### src/rtl/move_link_ctrl.sv
// Move-exchange sequencer between the game FSM and the UART tx/rx pair.
// Sends local moves with ACK/retry and acknowledges received moves, dropping duplicates.
//
// state      | meaning
// -----------+----------------------------------------------------------
// S_IDLE     | nothing in flight; services rx_pend first, then send_pend
// S_ACK_TX   | ACK frame: trigger one cycle after entry, then the frame time
// S_SEND_TX  | local move frame: trigger on entry, then the frame time
// S_WAIT_ACK | waiting for the peer ACK, retransmits on timeout
// S_ERROR    | retries exhausted; only reset leaves this state
module move_link_ctrl #(
    parameter int          FRAME_CYCLES   = 67_710,
    parameter int          TIMEOUT_CYCLES = 650_000,
    parameter int          MAX_RETRIES    = 3,
    parameter logic [7:0]  ACK_BYTE       = 8'hFF
) (
    input  logic       clk_in,
    input  logic       rst_in,
    input  logic       move_send_in,
    input  logic [7:0] move_in,
    input  logic       rx_ready_in,
    input  logic [7:0] rx_data_in,
    output logic       tx_trigger_out,
    output logic [7:0] tx_data_out,
    output logic       move_valid_out,
    output logic [7:0] move_out,
    output logic       send_done_out,
    output logic       link_err_out,
    output logic       busy_out
);

    localparam int RW = ($clog2(MAX_RETRIES + 1) > 0) ? $clog2(MAX_RETRIES + 1) : 1;
    localparam logic [RW-1:0] MAX_R      = RW'(MAX_RETRIES);
    localparam logic [19:0]   ACK_END    = 20'(FRAME_CYCLES);
    localparam logic [19:0]   SEND_END   = 20'(FRAME_CYCLES - 1);
    localparam logic [19:0]   TIMEOUT_TC = 20'(TIMEOUT_CYCLES);

    typedef enum logic [2:0] {
        S_IDLE,
        S_ACK_TX,
        S_SEND_TX,
        S_WAIT_ACK,
        S_ERROR
    } state_t;

    state_t         state, state_nxt;
    logic [19:0]    cnt, cnt_nxt;
    logic [RW-1:0]  retry_cnt, retry_nxt;
    logic           send_pend, send_pend_nxt;
    logic [7:0]     send_byte, send_byte_nxt;
    logic           rx_pend, rx_pend_nxt;
    logic [7:0]     rx_byte, rx_byte_nxt;
    logic [7:0]     last_rx, last_rx_nxt;
    logic           last_rx_vld, last_rx_vld_nxt;
    logic           trig_nxt, valid_nxt, done_nxt, err_nxt;
    logic [7:0]     tx_data_nxt, move_nxt;
    logic           rx_move, rx_ack;

    assign rx_move  = rx_ready_in && (rx_data_in != ACK_BYTE);
    assign rx_ack   = rx_ready_in && (rx_data_in == ACK_BYTE);
    assign busy_out = (state != S_IDLE) || send_pend || rx_pend;

    always_ff @(posedge clk_in) begin
        if (!rst_in) begin
            state          <= S_IDLE;
            cnt            <= '0;
            retry_cnt      <= '0;
            send_pend      <= 1'b0;
            send_byte      <= '0;
            rx_pend        <= 1'b0;
            rx_byte        <= '0;
            last_rx        <= '0;
            last_rx_vld    <= 1'b0;
            tx_trigger_out <= 1'b0;
            tx_data_out    <= '0;
            move_valid_out <= 1'b0;
            move_out       <= '0;
            send_done_out  <= 1'b0;
            link_err_out   <= 1'b0;
        end else begin
            state          <= state_nxt;
            cnt            <= cnt_nxt;
            retry_cnt      <= retry_nxt;
            send_pend      <= send_pend_nxt;
            send_byte      <= send_byte_nxt;
            rx_pend        <= rx_pend_nxt;
            rx_byte        <= rx_byte_nxt;
            last_rx        <= last_rx_nxt;
            last_rx_vld    <= last_rx_vld_nxt;
            tx_trigger_out <= trig_nxt;
            tx_data_out    <= tx_data_nxt;
            move_valid_out <= valid_nxt;
            move_out       <= move_nxt;
            send_done_out  <= done_nxt;
            link_err_out   <= err_nxt;
        end
    end

    always_comb begin
        state_nxt       = state;
        retry_nxt       = retry_cnt;
        send_pend_nxt   = send_pend;
        send_byte_nxt   = send_byte;
        rx_pend_nxt     = rx_pend;
        rx_byte_nxt     = rx_byte;
        last_rx_nxt     = last_rx;
        last_rx_vld_nxt = last_rx_vld;
        trig_nxt        = 1'b0;
        valid_nxt       = 1'b0;
        done_nxt        = 1'b0;
        err_nxt         = link_err_out;
        tx_data_nxt     = tx_data_out;
        move_nxt        = move_out;

        // Capture first so IDLE can act on a same-cycle request (one-cycle latency).
        if (state != S_ERROR) begin
            if (rx_move) begin
                rx_pend_nxt = 1'b1;
                rx_byte_nxt = rx_data_in;
            end
            if (move_send_in) begin
                send_pend_nxt = 1'b1;
                send_byte_nxt = move_in;
            end
        end

        case (state)
            S_IDLE: begin
                if (rx_pend_nxt) begin
                    rx_pend_nxt = 1'b0;
                    tx_data_nxt = ACK_BYTE;
                    state_nxt   = S_ACK_TX;
                    if (!last_rx_vld || (rx_byte_nxt != last_rx)) begin
                        valid_nxt       = 1'b1;
                        move_nxt        = rx_byte_nxt;
                        last_rx_nxt     = rx_byte_nxt;
                        last_rx_vld_nxt = 1'b1;
                    end
                end else if (send_pend_nxt) begin
                    send_pend_nxt   = 1'b0;
                    retry_nxt       = '0;
                    last_rx_vld_nxt = 1'b0;
                    trig_nxt        = 1'b1;
                    tx_data_nxt     = send_byte_nxt;
                    state_nxt       = S_SEND_TX;
                end
            end
            S_ACK_TX: begin
                if (cnt == 20'd0) trig_nxt = 1'b1;
                if (cnt == ACK_END) state_nxt = S_IDLE;
            end
            S_SEND_TX: begin
                if (cnt == SEND_END) state_nxt = S_WAIT_ACK;
            end
            S_WAIT_ACK: begin
                // tx_data_out still holds the in-flight move, so a retry resends it as is.
                if (rx_ack) begin
                    done_nxt  = 1'b1;
                    state_nxt = S_IDLE;
                end else if (cnt == TIMEOUT_TC) begin
                    if (retry_cnt < MAX_R) begin
                        retry_nxt       = retry_cnt + 1'b1;
                        last_rx_vld_nxt = 1'b0;
                        trig_nxt        = 1'b1;
                        state_nxt       = S_SEND_TX;
                    end else begin
                        err_nxt   = 1'b1;
                        state_nxt = S_ERROR;
                    end
                end
            end
            S_ERROR: begin
                err_nxt = 1'b1;
            end
            default: state_nxt = S_IDLE;
        endcase

        if ((state_nxt != state) || (state == S_IDLE) || (state == S_ERROR))
            cnt_nxt = '0;
        else
            cnt_nxt = cnt + 20'd1;
    end

endmodule

### config.mk
export PLATFORM = sky130hd
export DESIGN_NAME = move_link_ctrl
export DESIGN_NICKNAME = d
export VERILOG_FILES = /design/src/rtl/move_link_ctrl.sv
export SDC_FILE = /design/constraint.sdc
export NUM_CORES = 1
export LEC_CHECK = 0
export CAP_MARGIN = 20
export CORE_MARGIN = 5
export CORE_UTILIZATION = 54
export DETAILED_ROUTE_END_ITERATION = 10
export GPL_TIMING_DRIVEN = 0
export PLACE_DENSITY_LB_ADDON = 0.1
export SLEW_MARGIN = 0
export SYNTH_ARGS = -nofsm -noshare
export SYNTH_HDL_FRONTEND = slang
export SYNTH_SLANG_ARGS = --single-unit
export TNS_END_PERCENT = 1
### constraint.sdc
create_clock -name clk_in -period 2.4 [get_ports clk_in]
set_input_delay 0.24 -clock clk_in [delete_from_list [all_inputs] [get_ports clk_in]]
set_output_delay 0.24 -clock clk_in [all_outputs]
set_load 0.02 [all_outputs]
==> results.md, run 1 <==
- The run finished with clean final reports.
- The highest achievable clock rate is roughly 0.43 GHz.
- The count of distinct cell types in the synthesized netlist is 50.
- The insertion delay to the later sink of the worst-skew pair is ~0.33 ns.
- The via count of the first global-routing pass is 2453.
- Setup violations remaining at the end of the flow were counted as 0.
- The min-delay analysis places its worst path in the category flip-flop to flip-flop.
- The die is between 80 and 90 µm tall.
- The power density relative to cell area is 706.1 nW/µm².
- The minimum setup slack in the final design is ~0.056 ns.
- After detailed routing, the average wire length per cell comes to roughly 14 µm.
- After clock tree synthesis, the clock-pin slew on the worst setup and hold paths is approximately 0.070 ns.
- In this run, the number of DRC markers left after iteration 0 of detailed routing was 130.
- The post-detailed-route count of antenna-violating nets is 0.
- The largest buffer count on any clock path is 2.
- The overall die width is about 84 µm.
- Adding up every negative setup slack in the final design gives 0 ns.
- STA classifies the critical path endpoint as a flip-flop.
- In this run the tool buffered the top-level ports with 40 buffer cells.
- STA puts the critical path data required time at 2.62 ns.
- The total core area is ~5200 µm².
- The count of unresolved DRC violations after routing is 0.
- The number of iterations in the first detailed-routing pass is 4.
- The largest net degree at the start of global routing is 11.
- The top cell types in the final layout, fill and taps aside, are sky130_fd_sc_hd__dfxtp_1, sky130_fd_sc_hd__nor2_1, sky130_fd_sc_hd__clkdlybuf4s50_1.
- The detailed router placed 2486 vias in this run.
- The initial antenna violation count is 0.
- For this run, the register share of the synthesized area comes to 0.4359.
- In this run the most critical hold path is launched from link_err_out.
- The worst pin sits at a relative slew slack of 0.5994.
- The dominant combinational cell family by area after synthesis is simple AND/OR/NAND/NOR gates.
- For the finished layout, the period the worst path requires is 2.344 ns.
- The wire length of the first global-routing pass is between 10000 and 15000 µm.
- Counting flops and latches in the post-synthesis netlist gives 64.
- The CTS tree is done.
- The multiplexer share of the synthesized area is 0.07322.
- The clock drives 64 sinks.
- Across every metal layer, demand over resource in global routing totals 0.1920.
- The average size of a mapped cell is slightly below 9 µm².
- The kind of critical path is flip-flop to flip-flop.
- The adder-cell share of the synthesized area is 0.02129.
- The main flop type after synthesis is sky130_fd_sc_hd__dfxtp_1.
- Detailed placement ended at an HPWL of about 4600 µm.
- The placer's final routability congestion estimate is roughly 0.86.
- Of the total power, the share spent switching nets is 0.2636.
- After synthesis the cells add up to roughly 3000 µm².
- IR analysis of the VDD net gives a maximum drop of roughly 0.62 mV.
- Of the total synthesized cell area, the portion taken by XOR and XNOR cells is 0.07450.
- Relative to the synthesized area, the layout overhead comes to 23.80%.
- The kind of launch point of the worst setup path is a flip-flop.
- Setup repair after global routing could not meet its margin everywhere.
- The count of warnings emitted by yosys is 0.
- The post-layout net count is approximately 410.
- For the worst setup path, the data arrival time is 2.56 ns.
- Leaving out fill and tap cells, the most frequent cell in the layout is sky130_fd_sc_hd__dfxtp_1.
- The post-synthesis net count is 354.
- The number of failing hold endpoints at the final stage is 0.
- The gate count after technology mapping is 329.
- The row count is 26.
- The area fraction in compound gates after synthesis is 0.1252.
- Clock tree synthesis selected as its root buffer the cell sky130_fd_sc_hd__clkbuf_8.
- Counting flops with a built-in enable in the synthesized netlist gives 0.
- The worst-case setup slack after placement is -0.1778 ns.
- The routed design has ~6400 µm of wire.
- In the final layout, the share of cells above drive strength 1 is 0.09610.
- The number of levels the H-tree was split into is 3.
- The source of the critical timing path is state[1].
- The count of inserted antenna diode cells is 0.
- Setup slack on the worst reg-to-reg path comes out at between 0.05 and 0.06 ns.
- The share of total power dissipated in combinational logic is 0.186.
- The power spent charging and discharging nets is approximately 680 µW.
- The max-slew violation total from the final report is 0.
- The initial core utilization is 0.5647.
- The number of hold buffers added after CTS was 0.
- The sum of overflow across all layers after global routing is 0.
- roughly 40 I/O pins were placed.
- The basic-gate share of the synthesized area counting and, or, nand and nor cells is 0.2205.
- The source of the worst register-to-register timing path is state[1].
- Across the run, the number of max-cap violations was 0.
- Of all flip-flops after synthesis, the portion carrying an async set or reset was 0.
- Of the available clock period, the critical path in the final layout requires 0.9767.
- After detailed routing, the number of vias per cell comes to 5.464.
- The internal power consumption is roughly 1900 µW.
- The number of clock buffers added by TritonCTS is 9.
- The area enclosed by the die boundary is about 7000 µm².
- The maximum fanout along the worst path is 9.
- The share of total power in sequential cells is 0.458.
- In this run the static leakage power is ~0.0014 µW.
- The transition time at the pin with the least slew margin is about 0.60 ns.
- The worst-case clock skew is roughly 0.0041 ns.
- The share of total power dissipated in the clock network is 0.356.
repair_timing:
| action | in CTS | in global routing |
|---|---|---|
| setup buffers | 0 | 0 |
| hold endpoints to repair | 0 | 0 |
| setup endpoints to repair | 0 | 12 |
| gates resized for setup | 0 | 3 |
worst paths after layout:
| kind | to | depth (start not counted) |
|---|---|---|
| setup / recovery | last_rx[5] | 9 |
| hold / removal | link_err_out | 2 |
| setup reg to reg | last_rx[5] | 9 |
| hold reg to reg | link_err_out | 2 |
Yosys cell counts (2+ instances only):
master                     number  area, µm²
sky130_fd_sc_hd__nor3_1         7      35.03
sky130_fd_sc_hd__xor2_1        11      96.34
sky130_fd_sc_hd__or2_2          3      18.77
sky130_fd_sc_hd__dfxtp_1       64       1281
sky130_fd_sc_hd__or4_1          2      15.01
sky130_fd_sc_hd__nand2_1       27      101.4
sky130_fd_sc_hd__nand2b_1       2      12.51
sky130_fd_sc_hd__o22ai_1        2      12.51
sky130_fd_sc_hd__xnor2_1       14      122.6
sky130_fd_sc_hd__nor2_1        54      202.7
sky130_fd_sc_hd__clkbuf_1       5      18.77
sky130_fd_sc_hd__buf_6          4      45.04
sky130_fd_sc_hd__a31oi_1        4      25.02
sky130_fd_sc_hd__nand3_1       10      50.05
sky130_fd_sc_hd__and3_1         2      12.51
sky130_fd_sc_hd__a41oi_1        2      17.52
sky130_fd_sc_hd__o21a_1         2      15.01
sky130_fd_sc_hd__or3_1          3      18.77
sky130_fd_sc_hd__mux2_4         7      105.1
sky130_fd_sc_hd__a211oi_1       8      60.06
sky130_fd_sc_hd__inv_1         18      67.56
sky130_fd_sc_hd__a221oi_1       3      26.28
sky130_fd_sc_hd__a21oi_1       10      50.05
sky130_fd_sc_hd__ha_1           5      62.56
sky130_fd_sc_hd__and2_1         8      50.05
sky130_fd_sc_hd__nand4_1        9      56.30
sky130_fd_sc_hd__buf_2          2      10.01
sky130_fd_sc_hd__o21ai_0        5      25.02
sky130_fd_sc_hd__mux2i_1       11      110.1
sky130_fd_sc_hd__nor4_1         5      31.28
per-stage QoR:
stage / cell area [µm²] / utilization / std cells / total power [µW] / hold slack [ns]
after floorplan: 2939 / - / 329 / 1485 / 0.3938
after global placement: 3427 / 0.6584 / 439 / 1665 / 0.4725
after detailed placement: 3427 / 0.6584 / 439 / 1672 / 0.4632
after CTS: 3626 / 0.6966 / 455 / 2591 / 0.4855
after global routing: 3638 / 0.6990 / 455 / 2693 / 0.5136
final: 3638 / 0.6990 / 455 / 2569 / 0.4873
cell type report:
class	count	area [µm²]
plain buffers	12	77.57
repair buffers	40	400.4
flip-flops and latches	64	1281
multi-input cells	235	1525
inverters	18	67.56
well taps	70	87.58
clock inverters	3	40.04
clock buffers	13	158.9
fillers	455	1567
critical path, stage by stage, from the launching register on:
cell and delay, ns:
sky130_fd_sc_hd__dfxtp_1 0.31, sky130_fd_sc_hd__buf_6 0.13, sky130_fd_sc_hd__or3b_4 0.39, sky130_fd_sc_hd__buf_6 0.15, sky130_fd_sc_hd__o211ai_4 0.12, sky130_fd_sc_hd__mux2i_2 0.30
sky130_fd_sc_hd__xnor2_1 0.10, sky130_fd_sc_hd__o31a_1 0.29, sky130_fd_sc_hd__buf_6 0.15, sky130_fd_sc_hd__mux2_4 0.30
power groups by stage:
stage          clock network [µW]  logic [µW]  registers [µW]
5_1_grt                       990         519            1180
4_1_cts                       937         478            1180
2_1_floorplan                   0         246            1240
3_5_place_dp                    0         474            1200
6_report                      914         479            1180
3_3_place_gp                    0         467            1200
registers in the layout, summed over array words and instances, names as in the netlist:
| name | flops |
|---|---|
| cnt | 20 |
| last_rx | 8 |
| rx_byte | 8 |
| send_byte | 8 |
| tx_data_out | 8 |
| state | 3 |
| retry_cnt | 2 |
| last_rx_vld | 1 |
| link_err_out | 1 |
| move_valid_out | 1 |
| rx_pend | 1 |
| send_done_out | 1 |
| send_pend | 1 |
| tx_trigger_out | 1 |
per-layer routing:
metal,vias to the layer above,track usage,wire [µm]
li1,1244,-,-
met1,1164,0.2453,3038
met2,72,0.3030,2944
met3,6,0.05824,365
met4,0,0.07456,59
met5,-,0,0
kinds of logic (layout without fill, tap and decap cells):
kind of cell | count (synthesis) | count (layout)
adder cells (fa/ha/maj) | 5 | 5
AO/OA/AOI/OAI | 50 | 50
buffers and inverters | 30 | 86
multiplexers | 18 | 18
XOR/XNOR | 25 | 25
flip-flops | 64 | 64
AND/OR/NAND/NOR | 137 | 137
Note: power is estimated with default switching activity, not from simulation.
==> inputs of run 2 (changes only) <==
- ABC_CLOCK_PERIOD_IN_PS: default -> 2880
- CORE_UTILIZATION: 54 -> 58
- clock period: 2.4 -> 2.88 ns (I/O delays scaled with it)
==> results.md, run 2 (synthesis gave the netlist of run 1 again) <==
- During I/O placement, the number of pins put on the boundary was 41.
- The number of vias per cell after detailed routing is 5.392.
- The final setup violation count is 0.
- The number of maximum-capacitance violations is 0.
- The total number of vias is between 2000 and 2500.
- The die boundary height is roughly 80 µm.
- In this run the standard cell core region covers about 5000 µm².
- The min-delay analysis places its worst path in the category flip-flop to flip-flop.
- The first detailed-routing pass took 4 iterations.
- Once detail routing completed, the nets flagged for antenna violations numbered 0.
- The top cell types in the final layout, fill and taps aside, are sky130_fd_sc_hd__dfxtp_1, sky130_fd_sc_hd__nor2_1, sky130_fd_sc_hd__clkdlybuf4s50_1.
- The root buffer cell is sky130_fd_sc_hd__clkbuf_8.
- STA puts the critical path data required time at 3.10 ns.
- The critical path's most frequent cell is sky130_fd_sc_hd__buf_6.
- The remaining max-slew budget at the tightest pin is 0.4968.
- The category of the worst setup path capture point is a flip-flop.
- The share of the core filled with cells in the final layout is 0.7280.
- The internal portion of the total power is 1659 µW.
- TritonCTS built the clock tree.
- The highest cell delay on the worst timing path is about 0.38 ns.
- For the finished layout, the period the worst path requires is ~2.3 ns.
- At the end of routability-driven placement, the weighted congestion stood at about 0.85.
- The post-layout net count is between 400 and 500.
- The flow ran to the end, and the final reports show no timing, DRC or antenna violations.
- The via count of the first global-routing pass is roughly 2400.
- In this run the post-CTS setup repair buffer count came out at 0.
- The maximum fanout along the worst path is 9.
- The worst hold path was traced through 2 stages.
- The kind of launch point of the worst setup path is a flip-flop.
- The share of total power dissipated in combinational logic is 0.177.
- The worst-case clock skew is between 0.01 and 0.015 ns.
- Counting cells, the worst reg-to-reg path comes to 9.
- The estimated wirelength of the detail-placed design is 4582 µm.
- In the global route stage, overall resource usage came out at 0.2118.
- Hold is met by about 0.47 ns.
- For this design, the slowest cell found on the critical path is sky130_fd_sc_hd__or3b_1.
- Leaving out fill and tap cells, the most frequent cell in the layout is sky130_fd_sc_hd__dfxtp_1.
- The count of inserted antenna diode cells is 0.
- The number of levels the H-tree was split into is 3.
- For this design the total switching power over the nets is between 500 and 600 µW.
- The number of failing hold endpoints at the final stage is 0.
- The row count is 26.
- The largest buffer count on any clock path is 2.
- Of the available clock period, the critical path in the final layout requires 0.8157.
- The first global-routing pass estimated approximately 11000 µm of wire.
- The transition time at the pin with the least slew margin is between 0.7 and 0.8 ns.
- The area enclosed by the die boundary is around 6600 µm².
- The first routing iteration left between 90 and 100 violations.
- The final layout contains routed wiring with a total length of about 6300 µm.
- In the routed design, unresolved DRC markers number 0.
- Setup repair after global routing left no endpoint under its margin.
- The flip-flop count of the largest register, all copies and words added is 20.
- Entering global routing, the biggest net connects 11 pins.
- The share of total power dissipated in sequential elements is 0.440.
- The critical path in this run is classified as flip-flop to flip-flop.
- Of the total power, the share spent switching nets is 0.2555.
- The leakage power is 0.001361 µW.
- For this run, the top clock speed supported by timing is approximately 0.43 GHz.
- The largest register by flop count is cnt.
- The CTS sink count is 64.
- Gates resized during post-CTS repair numbered 0.
- Summed over all layers, the global routing overflow is 0.
- The initial core utilization is 0.5867.
- The average wire length per cell after detail routing is between 10 and 15 µm.
- The power density relative to cell area is 610.9 nW/µm².
- The max-slew violation total from the final report is 0.
- In the final layout, the share of cells above drive strength 1 is 0.08854.
- Compared with the post-synthesis result, the final layout area differs by 24.10%.
- Traced cell by cell, the critical path runs through buf_6 -> or3b_1 -> buf_6 -> o211ai_4 -> mux2i_1 -> xnor2_1 -> o31a_1 -> buf_6 -> mux2_4.
- The initial antenna violation count was 0.
- Setup total negative slack on the finished layout was measured at 0 ns.
- Buffers inserted during clock tree synthesis total 9.
- The clock reaches the later pin of the worst-skew pair after approximately 0.34 ns.
- After clock tree synthesis, the clock-pin slew on the worst setup and hold paths is 0.07 ns.
- IR analysis of the VDD net gives a maximum drop of 0.3705 mV.
- The clock share of power is 0.383.
- Data on the critical path arrives at its endpoint at 2.57 ns.
- In this run the horizontal extent of the chip is 81.19 µm.
- The count of buffers added on input and output ports is 40.
- The number of hold buffers added after CTS was 0.
run 2: cell types whose count changed in the layout (fill, tap and decap cells not counted):
cell / delta
sky130_fd_sc_hd__clkbuf_1: -1
sky130_fd_sc_hd__clkinv_2: -1
sky130_fd_sc_hd__a31oi_1: +1
sky130_fd_sc_hd__bufinv_16: +1
sky130_fd_sc_hd__a31oi_2: -1
sky130_fd_sc_hd__or3b_1: +1
sky130_fd_sc_hd__or3b_4: -1
sky130_fd_sc_hd__mux2i_2: -1
sky130_fd_sc_hd__mux2i_1: +1
run 2: power groups by stage:
stage	registers, µW	logic [µW]	clock network [µW]
6_report	980	394	854
5_1_grt	987	432	909
4_1_cts	980	397	858
3_5_place_dp	999	393	0
3_3_place_gp	997	388	0
2_1_floorplan	1030	205	0
run 2: worst max-delay path, delay by kind of cell, from the launching register on:
kind / cells / cell delay, ns
buf+inv: 3 / 0.43
xor+xnor: 1 / 0.11
flops: 1 / 0.31
simple gates: 1 / 0.38
mux: 2 / 0.60
compound gates: 2 / 0.41
run 2: final cells by class:
type | instances | area [µm²]
repair buffers | 40 | 400.4
clock buffers | 12 | 155.1
well taps | 70 | 87.58
flip-flops and latches | 64 | 1281
inverters | 18 | 67.56
clock inverters | 3 | 65.06
multi-input cells | 235 | 1513
fillers | 418 | 1363
plain buffers | 12 | 77.57
run 2: final timing paths:
kind / start / endpoint / slack (ns)
min reg2reg: link_err_out / link_err_out / 0.47
max reg2reg: state[1] / last_rx[4] / 0.53
max: state[1] / last_rx[4] / 0.53
min: link_err_out / link_err_out / 0.47
run 2: routing by layer:
| metal | vias to the layer above | wire, µm | part of all wire | GRT usage |
|---|---|---|---|---|
| li1 | 1246 | - | - | - |
| met1 | 1149 | 2860 | 0.45 | 0.2614 |
| met2 | 44 | 3056 | 0.48 | 0.3514 |
| met3 | 9 | 316 | 0.050 | 0.04435 |
| met4 | 0 | 105 | 0.017 | 0.1014 |
| met5 | - | 0 | 0 | 0 |
run 2: stage by stage:
stage	setup slack, ns	cells	power [µW]	cell area, µm²
finish	0.5309	454	2228	3647
CTS	0.5236	454	2235	3647
global route	0.3860	454	2327	3647
detailed placement	0.2327	439	1393	3427
floorplan	0.6729	329	1237	2939
global placement	0.2456	439	1385	3427
